<file path="src/rtl/wb_pkg.sv">
// Shared definitions for the writeback select stage: source indices and
// load-format encodings.
package wb_pkg;

    // Writeback source indices.
    localparam int WDSEL_ALU = 0;
    localparam int WDSEL_MEM = 1;
    localparam int WDSEL_PC  = 2;
    localparam int WDSEL_CSR = 3;

    // Load formats; any encoding not listed behaves as a full word.
    localparam logic [2:0] LD_W  = 3'd0;
    localparam logic [2:0] LD_B  = 3'd1;
    localparam logic [2:0] LD_H  = 3'd2;
    localparam logic [2:0] LD_BU = 3'd3;
    localparam logic [2:0] LD_HU = 3'd4;

endpackage

</file>
<file path="src/rtl/load_align.sv">
// Load byte/half aligner: picks the addressed lane out of a 32-bit memory
// word and sign- or zero-extends it to the full word.
module load_align
    import wb_pkg::*;
(
    input  logic [31:0] raw,
    input  logic [2:0]  ld_type,
    input  logic [1:0]  ld_addr_lo,
    output logic [31:0] aligned
);

    logic [7:0]  w_byte;
    logic [15:0] w_half;

    // Lane extraction: bytes use both address bits, halves only bit 1.
    always_comb begin
        w_byte = raw[7:0];
        case (ld_addr_lo)
            2'd0: w_byte = raw[7:0];
            2'd1: w_byte = raw[15:8];
            2'd2: w_byte = raw[23:16];
            2'd3: w_byte = raw[31:24];
            default: w_byte = raw[7:0];
        endcase
        w_half = ld_addr_lo[1] ? raw[31:16] : raw[15:0];
    end

    // Extension according to the load format.
    always_comb begin
        aligned = raw;
        case (ld_type)
            LD_B:    aligned = {{24{w_byte[7]}}, w_byte};
            LD_H:    aligned = {{16{w_half[15]}}, w_half};
            LD_BU:   aligned = {24'd0, w_byte};
            LD_HU:   aligned = {16'd0, w_half};
            default: aligned = raw;
        endcase
    end

endmodule

</file>
<file path="src/rtl/wb_select_stage.sv">
// Writeback stage: selects one of NUM_SRC result sources, registers it into
// the WB pipeline register (stall/flush aware), drives the register-file
// write port plus the WB->EX forwarding path, and counts retirements.
module wb_select_stage
    import wb_pkg::*;
#(
    parameter int DW          = 32,
    parameter int NUM_SRC     = 4,
    parameter int SEL_W       = $clog2(NUM_SRC),
    parameter int AW          = 5,
    parameter int LINK_OFFSET = 4,
    parameter int CNT_W       = 32
) (
    input  logic                  clk,
    input  logic                  rst,
    input  logic                  in_valid,
    output logic                  in_ready,
    input  logic                  wb_stall,
    input  logic                  flush,
    input  logic [SEL_W-1:0]      wd_sel,
    input  logic [NUM_SRC*DW-1:0] src_data,
    input  logic [2:0]            ld_type,
    input  logic [1:0]            ld_addr_lo,
    input  logic [AW-1:0]         rd,
    input  logic                  rf_we_in,
    output logic                  rf_we,
    output logic [AW-1:0]         rf_waddr,
    output logic [DW-1:0]         rf_wdata,
    output logic                  fwd_valid,
    output logic [AW-1:0]         fwd_rd,
    output logic [DW-1:0]         fwd_data,
    output logic [CNT_W-1:0]      retire_cnt
);

    // Parameter sanity: the aligner is 32-bit only, and sources 0..2 are fixed.
    generate
        if (DW != 32) begin : g_dw_check
            $error("wb_select_stage: load aligner requires DW == 32");
        end
        if (NUM_SRC < 3) begin : g_src_check
            $error("wb_select_stage: NUM_SRC must be at least 3");
        end
    endgenerate

    logic [DW-1:0] w_aligned;
    logic [DW-1:0] w_src_fin [NUM_SRC];
    logic [DW-1:0] w_sel_data;
    logic          w_sel_ok;
    logic          w_capture;
    logic          w_hold;

    logic          r_valid;
    logic          r_we;
    logic [AW-1:0] r_waddr;
    logic [DW-1:0] r_wdata;
    logic [CNT_W-1:0] r_cnt;

    load_align u_align (
        .raw        (src_data[WDSEL_MEM*DW +: DW]),
        .ld_type    (ld_type),
        .ld_addr_lo (ld_addr_lo),
        .aligned    (w_aligned)
    );

    // Per-source final value: MEM goes through the aligner, PC becomes the
    // link address, every other source passes straight through.
    genvar gi;
    generate
        for (gi = 0; gi < NUM_SRC; gi++) begin : g_src
            if (gi == WDSEL_MEM) begin : g_mem
                assign w_src_fin[gi] = w_aligned;
            end else if (gi == WDSEL_PC) begin : g_pc
                assign w_src_fin[gi] = src_data[gi*DW +: DW] + DW'(LINK_OFFSET);
            end else begin : g_pass
                assign w_src_fin[gi] = src_data[gi*DW +: DW];
            end
        end
    endgenerate

    // Source mux; an out-of-range select matches nothing, giving data 0
    // and suppressing the write.
    always_comb begin
        w_sel_data = '0;
        w_sel_ok   = 1'b0;
        for (int i = 0; i < NUM_SRC; i++) begin
            if (wd_sel == SEL_W'(i)) begin
                w_sel_data = w_src_fin[i];
                w_sel_ok   = 1'b1;
            end
        end
    end

    // Flush overrides stall, so a flushed register is never "held".
    assign w_capture = in_valid && !wb_stall && !flush;
    assign w_hold    = wb_stall && !flush;

    // WB pipeline register and retired-instruction counter.
    always_ff @(posedge clk) begin
        if (rst) begin
            r_valid <= 1'b0;
            r_we    <= 1'b0;
            r_waddr <= '0;
            r_wdata <= '0;
            r_cnt   <= '0;
        end else begin
            // An instruction retires on the edge it leaves the register.
            if (r_valid && !w_hold) begin
                r_cnt <= r_cnt + CNT_W'(1);
            end
            if (w_capture) begin
                r_valid <= 1'b1;
                r_we    <= rf_we_in && (rd != '0) && w_sel_ok;
                r_waddr <= rd;
                r_wdata <= w_sel_data;
            end else if (!w_hold) begin
                // Bubble: address and data keep their last values.
                r_valid <= 1'b0;
                r_we    <= 1'b0;
            end
        end
    end

    assign in_ready   = !wb_stall;
    assign rf_we      = r_we;
    assign rf_waddr   = r_waddr;
    assign rf_wdata   = r_wdata;
    assign fwd_valid  = r_we;
    assign fwd_rd     = r_waddr;
    assign fwd_data   = r_wdata;
    assign retire_cnt = r_cnt;

endmodule

</file>
<file path="config.mk">
export PLATFORM = sky130hd
export DESIGN_NAME = wb_select_stage
export DESIGN_NICKNAME = d
export VERILOG_FILES = /design/src/rtl/wb_pkg.sv /design/src/rtl/load_align.sv /design/src/rtl/wb_select_stage.sv
export SDC_FILE = /design/constraint.sdc
export NUM_CORES = 1
export LEC_CHECK = 0
export CAP_MARGIN = 25
export CORE_MARGIN = 2
export CORE_UTILIZATION = 30
export CTS_BUF_LIST = sky130_fd_sc_hd__clkbuf_4
export CTS_CLUSTER_DIAMETER = 80
export CTS_CLUSTER_SIZE = 10
export DETAILED_ROUTE_END_ITERATION = 10
export SLEW_MARGIN = 20
export SYNTH_ARGS = -nofsm -noshare
export SYNTH_HDL_FRONTEND = slang
export SYNTH_SLANG_ARGS = --single-unit
</file>
<file path="constraint.sdc">
create_clock -name clk -period 2.7 [get_ports clk]
set_input_delay 0.54 -clock clk [delete_from_list [all_inputs] [get_ports clk]]
set_output_delay 0.54 -clock clk [all_outputs]
set_load 0.02 [all_outputs]
</file>
Yosys cells after proc, flatten, opt, wreduce, memory -nomap -nowiden
Index checks and enable logic that the tools add are counted.
{"block": "word_totals", "ff_bits": 71, "inputBits": 146, "output_inout_bits": 109, "word_cells": 44}
{"block": "classes", "add_sub_neg": 2, "n_eq_ne": 11, "n_mux": 14, "n_reduce_logical": 12}
{"cell": "2-to-1 mux 32 bit", "n": 4}
{"cell": "one-hot mux 32 bit (4 select lines)", "n": 1}
{"cell": "adder 32 x 1 -> 32 bit (second input constant)", "n": 1}
{"cell": "adder 32 x 3 -> 32 bit (second input constant)", "n": 1}
{"cell": "one-hot mux 8 bit (4 select lines)", "n": 1}
{"cell": "2-to-1 mux 16 bit", "n": 1}
{"cell": "equality test 2 bit (second input constant)", "n": 4}
{"cell": "2-to-1 mux 1 bit", "n": 7}
{"cell": "equality test 3 x 2 -> 1 bit (second input constant)", "n": 2}
{"cell": "logical AND 1 bit", "n": 6}
{"cell": "nonzero test 5 bit", "n": 1}
{"cell": "equality test 2 x 1 -> 1 bit (second input constant)", "n": 2}
{"cell": "zero test 2 bit", "n": 2}
{"cell": "equality test 3 x 1 -> 1 bit (second input constant)", "n": 1}
{"cell": "equality test 3 bit (second input constant)", "n": 1}
{"cell": "zero test 1 bit", "n": 3}
{"cell": "inequality test 2 bit (second input constant)", "n": 1}

Logic depth before layout (Yosys ltp)
Gate-level depths: netlist (run 1).
{"block": "depth", "word_depth": 7, "depth_mapped": 8, "depth_no_buf": 6}

Hierarchy
Synthesis (run 1) repeated with hierarchy kept, for this count alone.
{"block": "unflattened", "cells_unflattened": 708, "area_unflattened_um2": 5740.5}
{"module": "wb_select_stage", "n_inst": 1, "cells_per_inst": 556, "area_per_inst_um2": 4575.6, "seq_area_each_um2": 1421.4}
{"module": "load_align", "n_inst": 1, "cells_per_inst": 152, "area_per_inst_um2": 1164.9, "seq_area_each_um2": 0.0}

Worst setup path before layout (run 1)
Ideal clock, no wire load.
{"block": "synth_timing", "kind": "input -> register", "from": "input src_data[66]", "to": "register r_wdata[26] (netlist: fwd_data[26])", "setup_time_ns": 0.122, "arrival_time_ns": 2.060, "required_ns": 2.578, "path_slack_ns": 0.518, "path_stages": 6, "path_buffers": 0, "cell_sequence": "ha_1 > nand3_1 > nor4_4 > nor4b_1 > xor2_1 > a221o_1"}
{"block": "synth_via", "elab_chain_cells": 3}
{"item": "from (decl)", "line": "wb_select_stage.sv:21", "rtl": "input logic [NUM_SRC*DW-1:0] src_data,"}
{"item": "adder 32 x 3 -> 32 bit", "line": "wb_select_stage.sv:73", "rtl": "assign w_src_fin[gi] = src_data[gi*DW +: DW] + DW'(LINK_OFFSET);"}
{"item": "2-to-1 mux 32 bit (2 in series)", "line": "wb_select_stage.sv:86", "rtl": "if (wd_sel == SEL_W'(i)) begin"}
{"item": "to (signal assigned)", "line": "wb_select_stage.sv:114", "rtl": "r_wdata <= w_sel_data;"}
{"item": "to (decl)", "line": "wb_select_stage.sv:55", "rtl": "logic [DW-1:0] r_wdata;"}
No other way between the ends.
A chain may end at the register's enable or synchronous reset.

Worst setup path in the final report (run 1)
{"block": "layout_timing", "from": "input ld_addr_lo[1]", "to": "register r_wdata[20] (netlist: fwd_data[20])"}
{"block": "layout_via", "elab_chain_cells": 6, "elab_cells_between_ends": 10, "classes_between": "3 x eq/ne; 6 x mux; 1 x reduce/logical"}
{"item": "from (decl)", "line": "wb_select_stage.sv:23", "rtl": "input logic [1:0] ld_addr_lo,"}
{"item": "equality test 2 bit (tied with other cells)", "line": "load_align.sv:18", "rtl": "case (ld_addr_lo)"}
{"item": "one-hot mux 8 bit (4 select lines)", "line": "load_align.sv:18"}
{"item": "one-hot mux 32 bit (4 select lines) (*)", "line": "load_align.sv:31", "rtl": "case (ld_type)"}
{"item": "2-to-1 mux 32 bit (*) (3 in series)", "line": "wb_select_stage.sv:86"}
Mark *: on every way between the ends. The rest lies on a longest branch, timed or not.

==> results of run 1 <==
cell families (layout without fill, tap and decap cells):
logic type	after synthesis	after routing	synth area share (%)
AO/OA/AOI/OAI	184	184	24.6
XOR/XNOR	50	50	8.25
adder cells (fa/ha/maj)	2	2	0.464
buffers and inverters	106	372	10.5
flip-flops	71	71	26.3
multiplexers	18	18	3.82
other	0	2	0
AND/OR/NAND/NOR	271	271	26.1
power by group:
group          leakage, µW  internal (µW)  switching, µW
clock network    0.0000875            398            438
registers         0.000575           1070           27.3
logic              0.00236            476            428
metal layers:
layer,global-route usage [%],vias to the layer above,part of all wire [%]
li1,-,3088,-
met1,30.2,3030,41
met2,40.6,298,49
met3,4.36,41,7.0
met4,8.49,0,2.8
met5,0,-,0
final cells by class:
class	count	area, µm²	area share [%]
Multi-Input combinational cell	525	3420	39.8
Inverter	19	71.3	0.831
Antenna cell	2	5.00	0.0583
Tap cell	229	287	3.34
Clock buffer	11	82.6	0.962
Clock inverter	5	81.3	0.947
Timing Repair Buffer	337	3220	37.5
Sequential cell	71	1420	16.6
final timing paths:
kind / slack, ps / cells past startpoint / end
worst max-delay path: 200 / 6 / fwd_data[20]$_SDFFE_PP0P_
worst min-delay path: 490 / 2 / fwd_rd[1]$_SDFFE_PP0P_
worst max register to register: 680 / 5 / retire_cnt[24]$_SDFFE_PP0P_
worst min register to register: 490 / 2 / fwd_rd[1]$_SDFFE_PP0P_
through the flow:
step	power (µW)	TNS (ps)	util (%)
finish	2840	0	48.3
global route	2980	0	48.3
CTS	2870	0	48.3
detailed placement	2020	-485	47.3
global placement	2020	-536	47.3
floorplan	1510	0	-
sequential cells by signal, indices dropped and copies added, names as in the netlist:
signal,flops
retire_cnt,32
fwd_rd,5
fwd_valid,1
r_valid,1
fwd_data,32
placed cells by master, fill, tap and decap left out, types with 6 or more instances in the layout:
cell type / instances
o21ai_0: 31
nand4_1: 17
nand3_1: 31
inv_1: 19
clkdlybuf4s50_1: 253
mux2i_1: 6
or3_1: 6
a21oi_1: 42
nand2_1: 63
xor2_1: 13
o211ai_1: 12
nor4_1: 23
a221oi_1: 6
a31oi_1: 10
nor2_1: 64
xnor2_1: 36
a221o_1: 11
and3_1: 8
dfxtp_1: 71
a211oi_1: 8
nor3_1: 19
buf_4: 78
a32o_1: 6
clkbuf_4: 11
mux2_2: 11
nand2b_1: 9
critical path, stage by stage:
cell and delay [ps]:
clkdlybuf4s50_1 500, mux4_2 540, nor3b_4 200, a2111oi_0 790
o41a_1 210, o41ai_1 70
==> flow_metrics.env, run 1 <==
export IMPL_drt_wl_total_um=23200
export IMPL_cts_root_buf="clkbuf_4"
export IMPL_critPathMaxFanout=5
export IMPL_hold_buffers=0
export IMPL_hp_start="fwd_rd[1]$_SDFFE_PP0P_"
export IMPL_rsz0062_at_grt="no"
export IMPL_place_hpwl_um=18700
export IMPL_tightest_slew_ps=898
export IMPL_cp_arrival_ps=2850
export IMPL_rows=49
export IMPL_drive_gt1_share_pct=13.8
export IMPL_antenna_found_initial=2
export IMPL_synth_top_cell_area_share_pct=26.3
export IMPL_synth_area_leader_cell="dfxtp_1"
export IMPL_cts_buffers_inserted=9
export IMPL_skew_ps=13.4
export IMPL_r2r_start="retire_cnt[11]$_SDFFE_PP0P_"
export IMPL_io_buffers=254
export IMPL_layout_min_cycle_time_ps=2500
export IMPL_cts_htree_levels=3
export IMPL_ctsResizeCount=0
export IMPL_critPathLaunch="ld_addr_lo[1]"
export IMPL_fin_crit_sh_pct=92.7
export IMPL_grt_ovfl_total=0
export IMPL_yosysWarnings=0
export IMPL_synth_edff_count=0
export IMPL_hold_slack_ps=485
export IMPL_placed_cell_area_um2=8420
export IMPL_hold_viol_final=0
export IMPL_critPathCaptureType="register"
export IMPL_dieArea_um2=19100
export IMPL_setup_worst_path_start_class="input pin"
export IMPL_slew_headroom_pct=38.6
export IMPL_synthMostInstantiatedCell="dfxtp_1"
export IMPL_cp_required_ps=3040
export IMPL_max_freq_ghz=0.399
export IMPL_layout_setup_ws_ps=197
export IMPL_stdcell_area_um2=8590
export IMPL_powerDensity_nw_per_um2=331
export IMPL_synthesis_nets=850
export IMPL_vias=6457
export IMPL_ys_flop_type="dfxtp_1"
export IMPL_hold_class="reg -> reg"
export IMPL_netlist_area_um2=5400
export IMPL_cts_clk_slew_worst_paths_ps=140
export IMPL_grt_pass1_wl_um=35900
export IMPL_grt_max_degree=35
export IMPL_cts_sinks=71
export IMPL_async_reset_ff_share_pct=0
export IMPL_synth_area_per_cell_um2=7.69
export IMPL_fillers=1814
export IMPL_gp_congestion=0.995
export IMPL_drt_wirelength_per_cell_um=19.4
export IMPL_num_nets_final=1111
export IMPL_die_y_um=138
export IMPL_synth_area_leaders="dfxtp_1 (26%), xnor2_1 (5.8%), buf_4 (5.3%), nor2_1 (4.5%), nand2_1 (4.4%)"
export IMPL_synth_seq_cells=71
export IMPL_die_w_um=138
export IMPL_yosysSeqAreaShare_pct=26.3
export IMPL_max_cap_violations=0
export IMPL_avgViaCountPerCell=5.39
export IMPL_dp_cells=1181
export IMPL_drc=0
export IMPL_syn_inst=702
export IMPL_ios=255
export IMPL_crit_type="in -> reg"
export IMPL_cts_tree="yes"
export IMPL_status="completed"
export IMPL_vdd_drop_max_mv=0.230
export IMPL_postRouteAntennaNets=0
export IMPL_power_leakage_uw=0.00302
export IMPL_drtPass1Iterations=5
export IMPL_clk_latency_ps=450
export IMPL_drt_iter0_drc=363
export IMPL_coreArea_um2=17800
export IMPL_finalMaxSlewViolations=0
export IMPL_grtUsageTotal_pct=23.8
export IMPL_synth_cell_types=72
export IMPL_first_global_vias=6190
export IMPL_postCtsSetupBuffers=0
export IMPL_areaGrowthSynthToFinish_pct=59.1
export IMPL_clockBufferDepth=2
export IMPL_dp_slack_ps=-228
export IMPL_final_cells=1199
export IMPL_setup_viol=0
export IMPL_synthTopCellsByCount="dfxtp_1 (71), nor2_1 (64), nand2_1 (63)"
export IMPL_start_util_pct=30.4
Note: power is estimated with default switching activity, not from simulation.
==> inputs of run 2 (changes only) <==
Settings changed: CAP_MARGIN 25 to 20.
==> results of run 2 <==
Same layout as run 1: the final DEF is identical, and so are final timing and power.
